--- src/rtl/afe_ro_buf_pkg.sv ---
// Shared types and default sizes for the AFE readout SRAM buffer controller.
package afe_ro_buf_pkg;

  localparam int unsigned DEF_AFE_DATA_WIDTH = 32;
  localparam int unsigned DEF_ADDR_WIDTH     = 10;

  typedef enum logic [1:0] {
    ST_DISABLED = 2'd0,
    ST_RUN      = 2'd1,
    ST_BIST     = 2'd2
  } buf_state_e;

endpackage

--- src/rtl/afe_ro_buf_ptr.sv ---
// Circular-buffer bookkeeping: write/read pointers, fill level, full/empty, clear.
module afe_ro_buf_ptr #(
  parameter int unsigned ADDR_WIDTH = afe_ro_buf_pkg::DEF_ADDR_WIDTH
) (
  input  logic                  clk_i,
  input  logic                  rst_ni,
  input  logic                  clr_i,
  input  logic                  push_i,
  input  logic                  pop_i,
  output logic [ADDR_WIDTH-1:0] wr_ptr_o,
  output logic [ADDR_WIDTH-1:0] rd_ptr_o,
  output logic [ADDR_WIDTH:0]   level_o,
  output logic [ADDR_WIDTH:0]   level_d_o,
  output logic                  full_o,
  output logic                  empty_o
);

  localparam int unsigned LVL_W = ADDR_WIDTH + 1;
  localparam logic [LVL_W-1:0] DEPTH = LVL_W'(1) << ADDR_WIDTH;

  logic [ADDR_WIDTH-1:0] wr_ptr_q, wr_ptr_d;
  logic [ADDR_WIDTH-1:0] rd_ptr_q, rd_ptr_d;
  logic [LVL_W-1:0]      level_q, level_d;
  logic                  full_q, empty_q;

  // Pointers wrap naturally at DEPTH; push and pop are mutually exclusive upstream.
  always_comb begin
    wr_ptr_d = wr_ptr_q;
    rd_ptr_d = rd_ptr_q;
    level_d  = level_q;
    if (clr_i) begin
      wr_ptr_d = '0;
      rd_ptr_d = '0;
      level_d  = '0;
    end else if (push_i) begin
      wr_ptr_d = wr_ptr_q + ADDR_WIDTH'(1);
      level_d  = level_q + LVL_W'(1);
    end else if (pop_i) begin
      rd_ptr_d = rd_ptr_q + ADDR_WIDTH'(1);
      level_d  = level_q - LVL_W'(1);
    end
  end

  always_ff @(posedge clk_i or negedge rst_ni) begin
    if (!rst_ni) begin
      wr_ptr_q <= '0;
      rd_ptr_q <= '0;
      level_q  <= '0;
      full_q   <= 1'b0;
      empty_q  <= 1'b1;
    end else begin
      wr_ptr_q <= wr_ptr_d;
      rd_ptr_q <= rd_ptr_d;
      level_q  <= level_d;
      full_q   <= (level_d == DEPTH);
      empty_q  <= (level_d == '0);
    end
  end

  assign wr_ptr_o  = wr_ptr_q;
  assign rd_ptr_o  = rd_ptr_q;
  assign level_o   = level_q;
  assign level_d_o = level_d;
  assign full_o    = full_q;
  assign empty_o   = empty_q;

endmodule

--- src/rtl/afe_ro_sram_buf_ctrl.sv ---
// Single-port SRAM circular-buffer controller: AFE write stream (priority) plus
// req/gnt/rvalid readout, fill level, sticky overflow, watermark IRQ, BIST lockout.
module afe_ro_sram_buf_ctrl
  import afe_ro_buf_pkg::*;
#(
  parameter int unsigned AFE_DATA_WIDTH = DEF_AFE_DATA_WIDTH,
  parameter int unsigned ADDR_WIDTH     = DEF_ADDR_WIDTH
) (
  input  logic                      clk_i,
  input  logic                      rst_ni,
  input  logic                      en_i,
  input  logic                      clr_i,
  input  logic                      bist_en_i,
  input  logic [ADDR_WIDTH:0]       watermark_i,
  input  logic                      afe_valid_i,
  input  logic [AFE_DATA_WIDTH-1:0] afe_data_i,
  input  logic                      rd_req_i,
  output logic                      rd_gnt_o,
  output logic                      rd_rvalid_o,
  output logic [AFE_DATA_WIDTH-1:0] rd_rdata_o,
  output logic [ADDR_WIDTH:0]       level_o,
  output logic                      empty_o,
  output logic                      full_o,
  output logic                      overflow_o,
  output logic                      wm_irq_o,
  output logic                      sram_cen_o,
  output logic                      sram_wen_o,
  output logic [ADDR_WIDTH-1:0]     sram_addr_o,
  output logic [AFE_DATA_WIDTH-1:0] sram_wdata_o,
  input  logic [AFE_DATA_WIDTH-1:0] sram_rdata_i
);

  buf_state_e state_q, state_d;

  logic                  run_c, push_c, pop_c, drop_c, flush_c;
  logic [ADDR_WIDTH-1:0] wr_ptr, rd_ptr;
  logic [ADDR_WIDTH:0]   level_q, level_d;
  logic                  full, empty;
  logic                  wm_hit_now, wm_hit_next;
  logic                  rvalid_q, overflow_q, wm_irq_q;

  always_ff @(posedge clk_i or negedge rst_ni) begin
    if (!rst_ni) state_q <= ST_DISABLED;
    else         state_q <= state_d;
  end

  always_comb begin
    state_d = state_q;
    if (bist_en_i) begin
      state_d = ST_BIST;
    end else begin
      case (state_q)
        ST_DISABLED: if (en_i) state_d = ST_RUN;
        ST_RUN:      if (!en_i) state_d = ST_DISABLED;
        ST_BIST:     state_d = ST_DISABLED;
        default:     state_d = ST_DISABLED;
      endcase
    end
  end

  // BIST blocks new accesses in the same cycle it asserts; clr beats everything.
  always_comb begin
    run_c   = (state_q == ST_RUN) && !bist_en_i;
    flush_c = clr_i || ((state_q == ST_BIST) && !bist_en_i);
    push_c  = run_c && afe_valid_i && !clr_i && !full;
    drop_c  = run_c && afe_valid_i && !clr_i && full;
    pop_c   = run_c && rd_req_i && !afe_valid_i && !clr_i && !empty;
  end

  always_comb begin
    sram_cen_o   = 1'b1;
    sram_wen_o   = 1'b1;
    sram_addr_o  = '0;
    sram_wdata_o = '0;
    if (push_c) begin
      sram_cen_o   = 1'b0;
      sram_wen_o   = 1'b0;
      sram_addr_o  = wr_ptr;
      sram_wdata_o = afe_data_i;
    end else if (pop_c) begin
      sram_cen_o  = 1'b0;
      sram_addr_o = rd_ptr;
    end
  end

  afe_ro_buf_ptr #(
    .ADDR_WIDTH (ADDR_WIDTH)
  ) u_ptr (
    .clk_i     (clk_i),
    .rst_ni    (rst_ni),
    .clr_i     (flush_c),
    .push_i    (push_c),
    .pop_i     (pop_c),
    .wr_ptr_o  (wr_ptr),
    .rd_ptr_o  (rd_ptr),
    .level_o   (level_q),
    .level_d_o (level_d),
    .full_o    (full),
    .empty_o   (empty)
  );

  // Rising edge of (level >= watermark) aligned with the level_o update; zero disables.
  always_comb begin
    wm_hit_now  = (watermark_i != '0) && (level_q >= watermark_i);
    wm_hit_next = (watermark_i != '0) && (level_d >= watermark_i);
  end

  always_ff @(posedge clk_i or negedge rst_ni) begin
    if (!rst_ni) begin
      rvalid_q   <= 1'b0;
      overflow_q <= 1'b0;
      wm_irq_q   <= 1'b0;
    end else begin
      rvalid_q <= pop_c;
      wm_irq_q <= wm_hit_next && !wm_hit_now;
      if (flush_c)     overflow_q <= 1'b0;
      else if (drop_c) overflow_q <= 1'b1;
    end
  end

  assign rd_gnt_o    = pop_c;
  assign rd_rvalid_o = rvalid_q;
  assign rd_rdata_o  = sram_rdata_i;
  assign level_o     = level_q;
  assign empty_o     = empty;
  assign full_o      = full;
  assign overflow_o  = overflow_q;
  assign wm_irq_o    = wm_irq_q;

endmodule

--- config.mk ---
export PLATFORM = sky130hd
export DESIGN_NAME = afe_ro_sram_buf_ctrl
export DESIGN_NICKNAME = d
export VERILOG_FILES = /design/src/rtl/afe_ro_buf_pkg.sv /design/src/rtl/afe_ro_buf_ptr.sv /design/src/rtl/afe_ro_sram_buf_ctrl.sv
export SDC_FILE = /design/constraint.sdc
export NUM_CORES = 1
export LEC_CHECK = 0
export CAP_MARGIN = 20
export CELL_PAD_IN_SITES_DETAIL_PLACEMENT = 1
export CELL_PAD_IN_SITES_GLOBAL_PLACEMENT = 1
export CORE_AREA = 2 2 115 117
export DETAILED_ROUTE_END_ITERATION = 8
export DIE_AREA = 0 0 117 119
export PLACE_DENSITY_LB_ADDON = 0.1
export SLEW_MARGIN = 20
export SYNTH_ARGS = -nofsm -noshare
export SYNTH_HDL_FRONTEND = slang
export SYNTH_SLANG_ARGS = --single-unit
--- constraint.sdc ---
create_clock -name clk_i -period 2.75 [get_ports clk_i]
set_input_delay 0.55 -clock clk_i [delete_from_list [all_inputs] [get_ports clk_i]]
set_output_delay 0.55 -clock clk_i [all_outputs]
set_load 0.05 [all_outputs]
======== Yosys cells after proc, flatten, opt, wreduce, memory -nomap -nowiden ========
Index checks and enable logic that the tools add are counted.
cells by class
  $add $sub $neg .......................... 4
  $lt $le $gt $ge ......................... 2
  equality and inequality tests ........... 6
  multiplexer cells ....................... 20
  reduce and logical (&&, ||, !) cells .... 28
operators by type and width
  cell                                                                    count
  10-bit 2-to-1 mux                                                       7
  11-bit 2-to-1 mux                                                       3
  32-bit 2-to-1 mux                                                       1
  11-bit greater-or-equal comparator                                      2
  10-bit by 1-bit adder with 10-bit output (second input constant)        2
  1-bit logical AND                                                       13
  11-bit by 1-bit adder with 11-bit output (second input constant)        1
  11-bit equality test (second input constant)                            1
  11-bit logical NOT                                                      1
  11-bit nonzero test                                                     1
  11-bit by 1-bit subtractor with 11-bit output (second input constant)   1
  1-bit logical NOT                                                       6
  2-bit 2-to-1 mux                                                        3
  3-bit != test (second input constant)                                   2
  2-bit nonzero test                                                      3
  1-bit 2-to-1 mux                                                        5
  2-bit one-hot mux with 2 select lines                                   1
  2-bit AND reduction                                                     2
  2-bit by 1-bit equality test with 1-bit output (second input constant)  1
  2-bit equality test (second input constant)                             1
  2-bit logical NOT                                                       1
  2-bit by 1-bit != test with 1-bit output (second input constant)        1
  1-bit logical OR                                                        1
word-level totals
  register bits after elaboration ......... 38
  output and inout port bits .............. 93

======== Logic depth before layout (Yosys ltp) ========
  depth after elaboration ................. 12
  gate-level depth with buffers ........... 14
  depth with buffers taken out ............ 13

======== By module ========
From an unflattened synthesis, not the netlist that was laid out.
second synthesis, totals
  cell total of the unflattened synthesis .. 348
  area, all modules ....................... 3072.9 µm²
modules (own cells, without submodules)
  module                times used  cells an instance  area each (µm²)
  afe_ro_buf_ptr        1           185                1745.4
  afe_ro_sram_buf_ctrl  1           163                1327.5

======== Worst setup path before layout ========
Ideal clock, no wire load.
  path type ............................... input to output
  start point ............................. input port clr_i
  end point ............................... output port sram_addr_o[8]
  arrival ................................. 3.063 ns
  required time ........................... 2.200 ns
  path slack .............................. -0.863 ns
  stages on the path ...................... 5
  path buffers ............................ 1
  cells stage by stage .................... nor4b_2 and2_1 clkbuf_1 inv_1 o21ai_0
between the ends
  cells in the longest elaborated chain, start to end .. 5
ends and longest elaborated chain
  item                            line                                                    RTL
  start, declared                 afe_ro_sram_buf_ctrl.sv:12                              input logic clr_i,
  1-bit logical NOT (*)           afe_ro_sram_buf_ctrl.sv:65, afe_ro_sram_buf_ctrl.sv:67
  1-bit logical AND (2 in a row)  afe_ro_sram_buf_ctrl.sv:67                              pop_c = run_c && rd_req_i && !afe_valid_i && !clr_i && !empty;
  10-bit 2-to-1 mux               afe_ro_sram_buf_ctrl.sv:80                              end else if (pop_c) begin
  10-bit 2-to-1 mux (*)           afe_ro_sram_buf_ctrl.sv:75                              if (push_c) begin
  end, declared                   afe_ro_sram_buf_ctrl.sv:28                              output logic [ADDR_WIDTH-1:0] sram_addr_o,
Every way passes the cells marked *; elsewhere a longest branch is shown, timed or not.

======== Final worst setup path ========
  start point ............................. register state_q[1]
  end point ............................... register wm_irq_q (netlist: wm_irq_o)
between the ends
  cells in the longest elaborated chain, start to end .. 12
ends and longest elaborated chain
  item                                            line                         RTL
  start, declared                                 afe_ro_sram_buf_ctrl.sv:33   buf_state_e state_q, state_d;
  start signal, assigned                          afe_ro_sram_buf_ctrl.sv:44   else state_q <= state_d;
  2-bit by 1-bit equality test with 1-bit output  afe_ro_sram_buf_ctrl.sv:63   run_c = (state_q == ST_RUN) && !bist_en_i;
  1-bit logical AND                               afe_ro_sram_buf_ctrl.sv:63
  1-bit logical AND (4 in a row)                  afe_ro_sram_buf_ctrl.sv:67
  11-bit 2-to-1 mux                               afe_ro_buf_ptr.sv:38         end else if (pop_i) begin
  11-bit 2-to-1 mux                               afe_ro_buf_ptr.sv:35         end else if (push_i) begin
  11-bit 2-to-1 mux (*)                           afe_ro_buf_ptr.sv:31         if (clr_i) begin
  named net level_d[5]                            afe_ro_sram_buf_ctrl.sv:37   logic [ADDR_WIDTH:0] level_q, level_d;
  11-bit greater-or-equal comparator (*)          afe_ro_sram_buf_ctrl.sv:105  wm_hit_next = (watermark_i != '0) && (level_d >= watermark_i);
  1-bit logical AND (*)                           afe_ro_sram_buf_ctrl.sv:105
  1-bit logical AND (*)                           afe_ro_sram_buf_ctrl.sv:115  wm_irq_q <= wm_hit_next && !wm_hit_now;
  end signal, assigned                            afe_ro_sram_buf_ctrl.sv:115
  end, declared                                   afe_ro_sram_buf_ctrl.sv:40   logic rvalid_q, overflow_q, wm_irq_q;
The timed path passes the listed nets; every way through them passes the cells marked *.
A chain may end at the register's enable or synchronous reset.

==> impl.org <==
** Run status
- The run finished, with violations left.
- Failing checks :: negative setup slack

** CTS
- In this run, post-CTS hold repair placed 0 buffers.
- Insertion delay of the later-clocked pin in the worst-skew pair :: 280 ps
- Clock sinks :: 38
- The tree is rooted in a sky130_fd_sc_hd__clkbuf_16.
- After clock tree synthesis, the clock-pin slew on the worst setup and hold paths is 60 ps.
- TritonCTS built the clock tree.
- Buffer levels on the longest clock path :: 2
- H-tree depth :: 2
- Clock tree synthesis inserted a total of 5 buffers.

** Power
- Reported leakage power :: 2.363 nW
- For this design the ratio of total power to cell area is between 300 and 400 nW/um2.
- Reg power frac :: 0.339
- Sw frac :: 0.2557
- Combinational share of power :: 0.205
- Of the total power, the clock network draws 0.456.
- Cell internal power was estimated by the tool at around 1.3 mW.
- Power dissipated by switching net loads :: ~0.44 mW
- Worst IR drop on VDD :: 0.0001963 V

** Worst setup path
- The worst setup path is launched from a register.
- Worst path slowest cell :: sky130_fd_sc_hd__or4b_4
- The most critical setup path has its startpoint at state_q[1]$_DFFE_PN0P_.
- STA puts the critical path data required time at between 2000 and 3000 ps.
- The startpoint identified for the worst register-to-register timing path is state_q[1]$_DFFE_PN0P_.
- Crit Path Category :: reg -> reg
- Largest fanout on the critical path :: 3
- Broken down by cell family, the worst path's largest delay share belongs to simple AND/OR/NAND/NOR gates.
- Largest stage delay, worst path :: between 500 and 600 ps
- CP Cell Sequence :: or4b_4 > or4_4 > o22ai_4 > xnor2_2 > nor2_2 > ha_1 > nor2b_1 > o21ai_1 > o211ai_1 > a21oi_1 > a211oi_1
- The number of buffers and inverters on the critical path is 0.
- Data arrival time at the worst-slack endpoint :: ~3000 ps
- STA classifies the critical path endpoint as a register.

** Synthesis
- Synth warn :: 0
- Synthesis produced a netlist whose cell count is around 370.
- Counting distinct cell types in the post-synthesis netlist gives 52.
- Post-synth top flop :: sky130_fd_sc_hd__dfrtp_1
- Sequential element share of the synthesized area :: 0.3049
- Share of flip-flops with an asynchronous set or reset after synthesis :: 1.000
- After synthesis the netlist holds a flip-flop and latch count of 38.
- Avg Inst Size Synth :: 8.533 um2
- Number of synthesized flops with an enable pin :: 0
- Synthesis produced a netlist with a net count of 474.
- Post-Syn Area :: between 3000 and 4000 um2

** Cells and area
- Number of cells in the finished layout apart from fillers :: ~650
- In the final layout, the share of cells above drive strength 1 is 0.2920.
- Nets :: about 580
- Most common cell after layout, fill and taps aside :: sky130_fd_sc_hd__clkdlybuf4s50_1
- Finished layout cell area :: between 5000 and 6000 um2
- Counting the fill cells in the layout gives around 1,500.
- Layout overhead on the synthesized area :: 66.51%
- 0 antenna diodes ended up in the layout.
- Top library cells by usage in the layout, fill and taps aside :: 60 x sky130_fd_sc_hd__clkdlybuf4s50_1, 46 x sky130_fd_sc_hd__buf_4, 43 x sky130_fd_sc_hd__buf_12, 37 x sky130_fd_sc_hd__dfrtp_1, 35 x sky130_fd_sc_hd__and3_1

** Placement
- Placed standard-cell area :: roughly 4900 um2
- GP Congestion :: around 0.83
- Counting tap cells, the placed design contains a total of between 600 and 700 instances.
- The count of buffers added on input and output ports is 110.
- Dpl hpwl :: between 9000 and 10,000 um

** STA
- Pin slew with the least headroom to its limit :: 927.0 ps
- The final count of pins violating max slew was 0.
- Hold timing on the final database bottoms out at a slack of about 400 ps.
- Post-route minimum period :: approximately 2900 ps
- Setup violations remaining at the end of the flow were counted as 2.
- Worst-case clock skew :: 1.975 ps
- Setup repair after global routing missed its margin :: yes
- Highest clock frequency the design can meet :: 347.8 MHz
- The final hold violation count is 0.
- Of the available clock period, the critical path in the final layout requires 1.046.
- After layout, the worst setup slack is -125.3 ps.
- Headroom to the max-slew limit :: 0.3820

** Floorplan
- Total I/O pin count :: 175
- Starting utilization of the core area :: 0.2426
- The die covers 13,920 um2.
- In this run the vertical extent of the chip is 119 um.
- FP Rows :: between 40 and 50
- Horizontal die dimension :: 117 um
- Placeable core region :: roughly 13,000 um2

** GRT
- The via count of the first global-routing pass came to roughly 3,300.
- Total congestion overflow after global routing :: 0
- The number of antenna violations at the first check in global routing was 0.
- Largest net degree at the start of global routing :: 39
- The first global-routing pass estimated 17,860 um of wire.
- Global-route usage over all layers :: 0.1633

** Routing
- Across all layers, the routed design uses ~3,100 vias.
- Vias per std cell :: between 4 and 5
- DR iter-0 viols :: 186
- Overall routed net length :: 11,140 um
- 1st-pass router iterations :: 4
- In the routed design, unresolved DRC markers number 0.
- In the final routed layout, each cell accounts on average for 17.08 um.
- Once detail routing completed, the nets flagged for antenna violations numbered 0.

** Hold path
- Worst min path class :: in -> async

** Job
- The tool flagged a number of max-cap violations equal to 0.
cell usage after synthesis (all sizes together), types with 3 or more instances:
master / instances / area, um2
dfrtp: 37 / 925.9
and3: 35 / 219.0
buf: 34 / 249.0
ha: 26 / 325.3
nand2: 25 / 93.84
nor2: 20 / 75.07
clkbuf: 19 / 71.32
inv: 19 / 71.32
nand4: 19 / 118.9
a21oi: 14 / 70.07
xor2: 13 / 113.9
o21ai: 11 / 55.05
a22o: 9 / 78.83
or3: 8 / 52.55
nand3: 7 / 35.03
mux2i: 5 / 50.05
nor4: 5 / 31.28
or2: 5 / 33.78
or4: 5 / 47.55
nor3: 4 / 20.02
xnor2: 4 / 35.03
a211oi: 3 / 22.52
a21o: 3 / 22.52
a31oi: 3 / 18.77
and2: 3 / 18.77
nor2b: 3 / 18.77
nor3b: 3 / 22.52
o21a: 3 / 22.52
o22ai: 3 / 18.77
repair_timing:
item                                   CTS  global route
setup endpoints to repair               50            13
cloned                                   0             0
gates resized for setup                 20             7
setup buffers                            0             1
pin swaps                               14             8
endpoints found under the hold margin    0             0
final cells by class:
cell class	count	area, um2	area share
inverters	19	75.07	0.01444
flip-flops and latches	38	952.2	0.1831
repair buffers	155	1851	0.3559
clock buffers	6	138.9	0.02671
well taps	176	220.2	0.04235
multi-input cells	256	1903	0.3660
clock inverters	2	60.06	0.01155
final timing paths:
path,endpoint,slack [ps],depth (start not counted)
max,wm_irq_o$_DFF_PN0_,-130,11
min,u_ptr.rd_ptr_o[9]$_DFFE_PN0P_,400,1
max reg2reg,wm_irq_o$_DFF_PN0_,-130,11
min reg2reg,overflow_o$_DFFE_PN0P_,510,2
max in group asynchronous,state_q[1]$_DFFE_PN0P_,1770,1
min in group clk_i,state_q[1]$_DFFE_PN0P_,460,1
metal layers:
metal,part of all wire,vias to the layer above,track usage
met1,0.44,1514,0.2190
met5,0,-,0
li1,-,1504,-
met2,0.51,72,0.2735
met3,0.035,12,0.02952
met4,0.010,0,0.03309
per-stage QoR:
| stage | setup TNS [ps] | power, mW | setup WS [ps] | util |
|---|---|---|---|---|
| final | -157.0 | 1.734 | -125.3 | 0.4039 |
| after global routing | -424.9 | 1.815 | -319.6 | 0.4039 |
| after CTS | -220.7 | 1.760 | -151.4 | 0.4004 |
| after detailed placement | -9146 | 0.9483 | -848.9 | 0.3824 |
| after global placement | -6565 | 0.9452 | -832.4 | 0.3824 |
| after floorplan | -227.6 | 0.8828 | -164.3 | - |
cells by family after synthesis:
logic type               after synthesis  share of synthesized area
AND/OR/NAND/NOR                      151                     0.2808
buffers and inverters                 72                     0.1254
multiplexers                           5                    0.01603
adder cells (fa/ha/maj)               26                     0.1042
flip-flops                            38                     0.3049
XOR/XNOR                              17                    0.04768
AO/OA/AOI/OAI                         57                     0.1210
power groups by stage:
stage	Sequential, mW	Combinational, mW	Clock [mW]
after global placement	0.597	0.348	0
after global routing	0.588	0.392	0.836
final	0.587	0.356	0.791
after detailed placement	0.597	0.352	0
after CTS	0.587	0.358	0.815
after floorplan	0.623	0.260	0
sequential cells by signal, summed over array words and instances (netlist names):
signal / count
u_ptr.wr_ptr_o: 10
u_ptr.full_o: 1
rd_rvalid_o: 1
wm_irq_o: 1
u_ptr.empty_o: 1
state_q: 2
u_ptr.level_o: 11
u_ptr.rd_ptr_o: 10
overflow_o: 1
worst reg2reg max path, stage by stage (launching register included):
cell and delay [ps]:
sky130_fd_sc_hd__dfrtp_1 420, sky130_fd_sc_hd__or4b_4 550, sky130_fd_sc_hd__or4_4 530, sky130_fd_sc_hd__o22ai_4 160, sky130_fd_sc_hd__xnor2_2 130, sky130_fd_sc_hd__nor2_2 70
sky130_fd_sc_hd__ha_1 300, sky130_fd_sc_hd__nor2b_1 130, sky130_fd_sc_hd__o21ai_1 120, sky130_fd_sc_hd__o211ai_1 120, sky130_fd_sc_hd__a21oi_1 170, sky130_fd_sc_hd__a211oi_1 60
No activity file was read; power rests on OpenSTA's default activity.
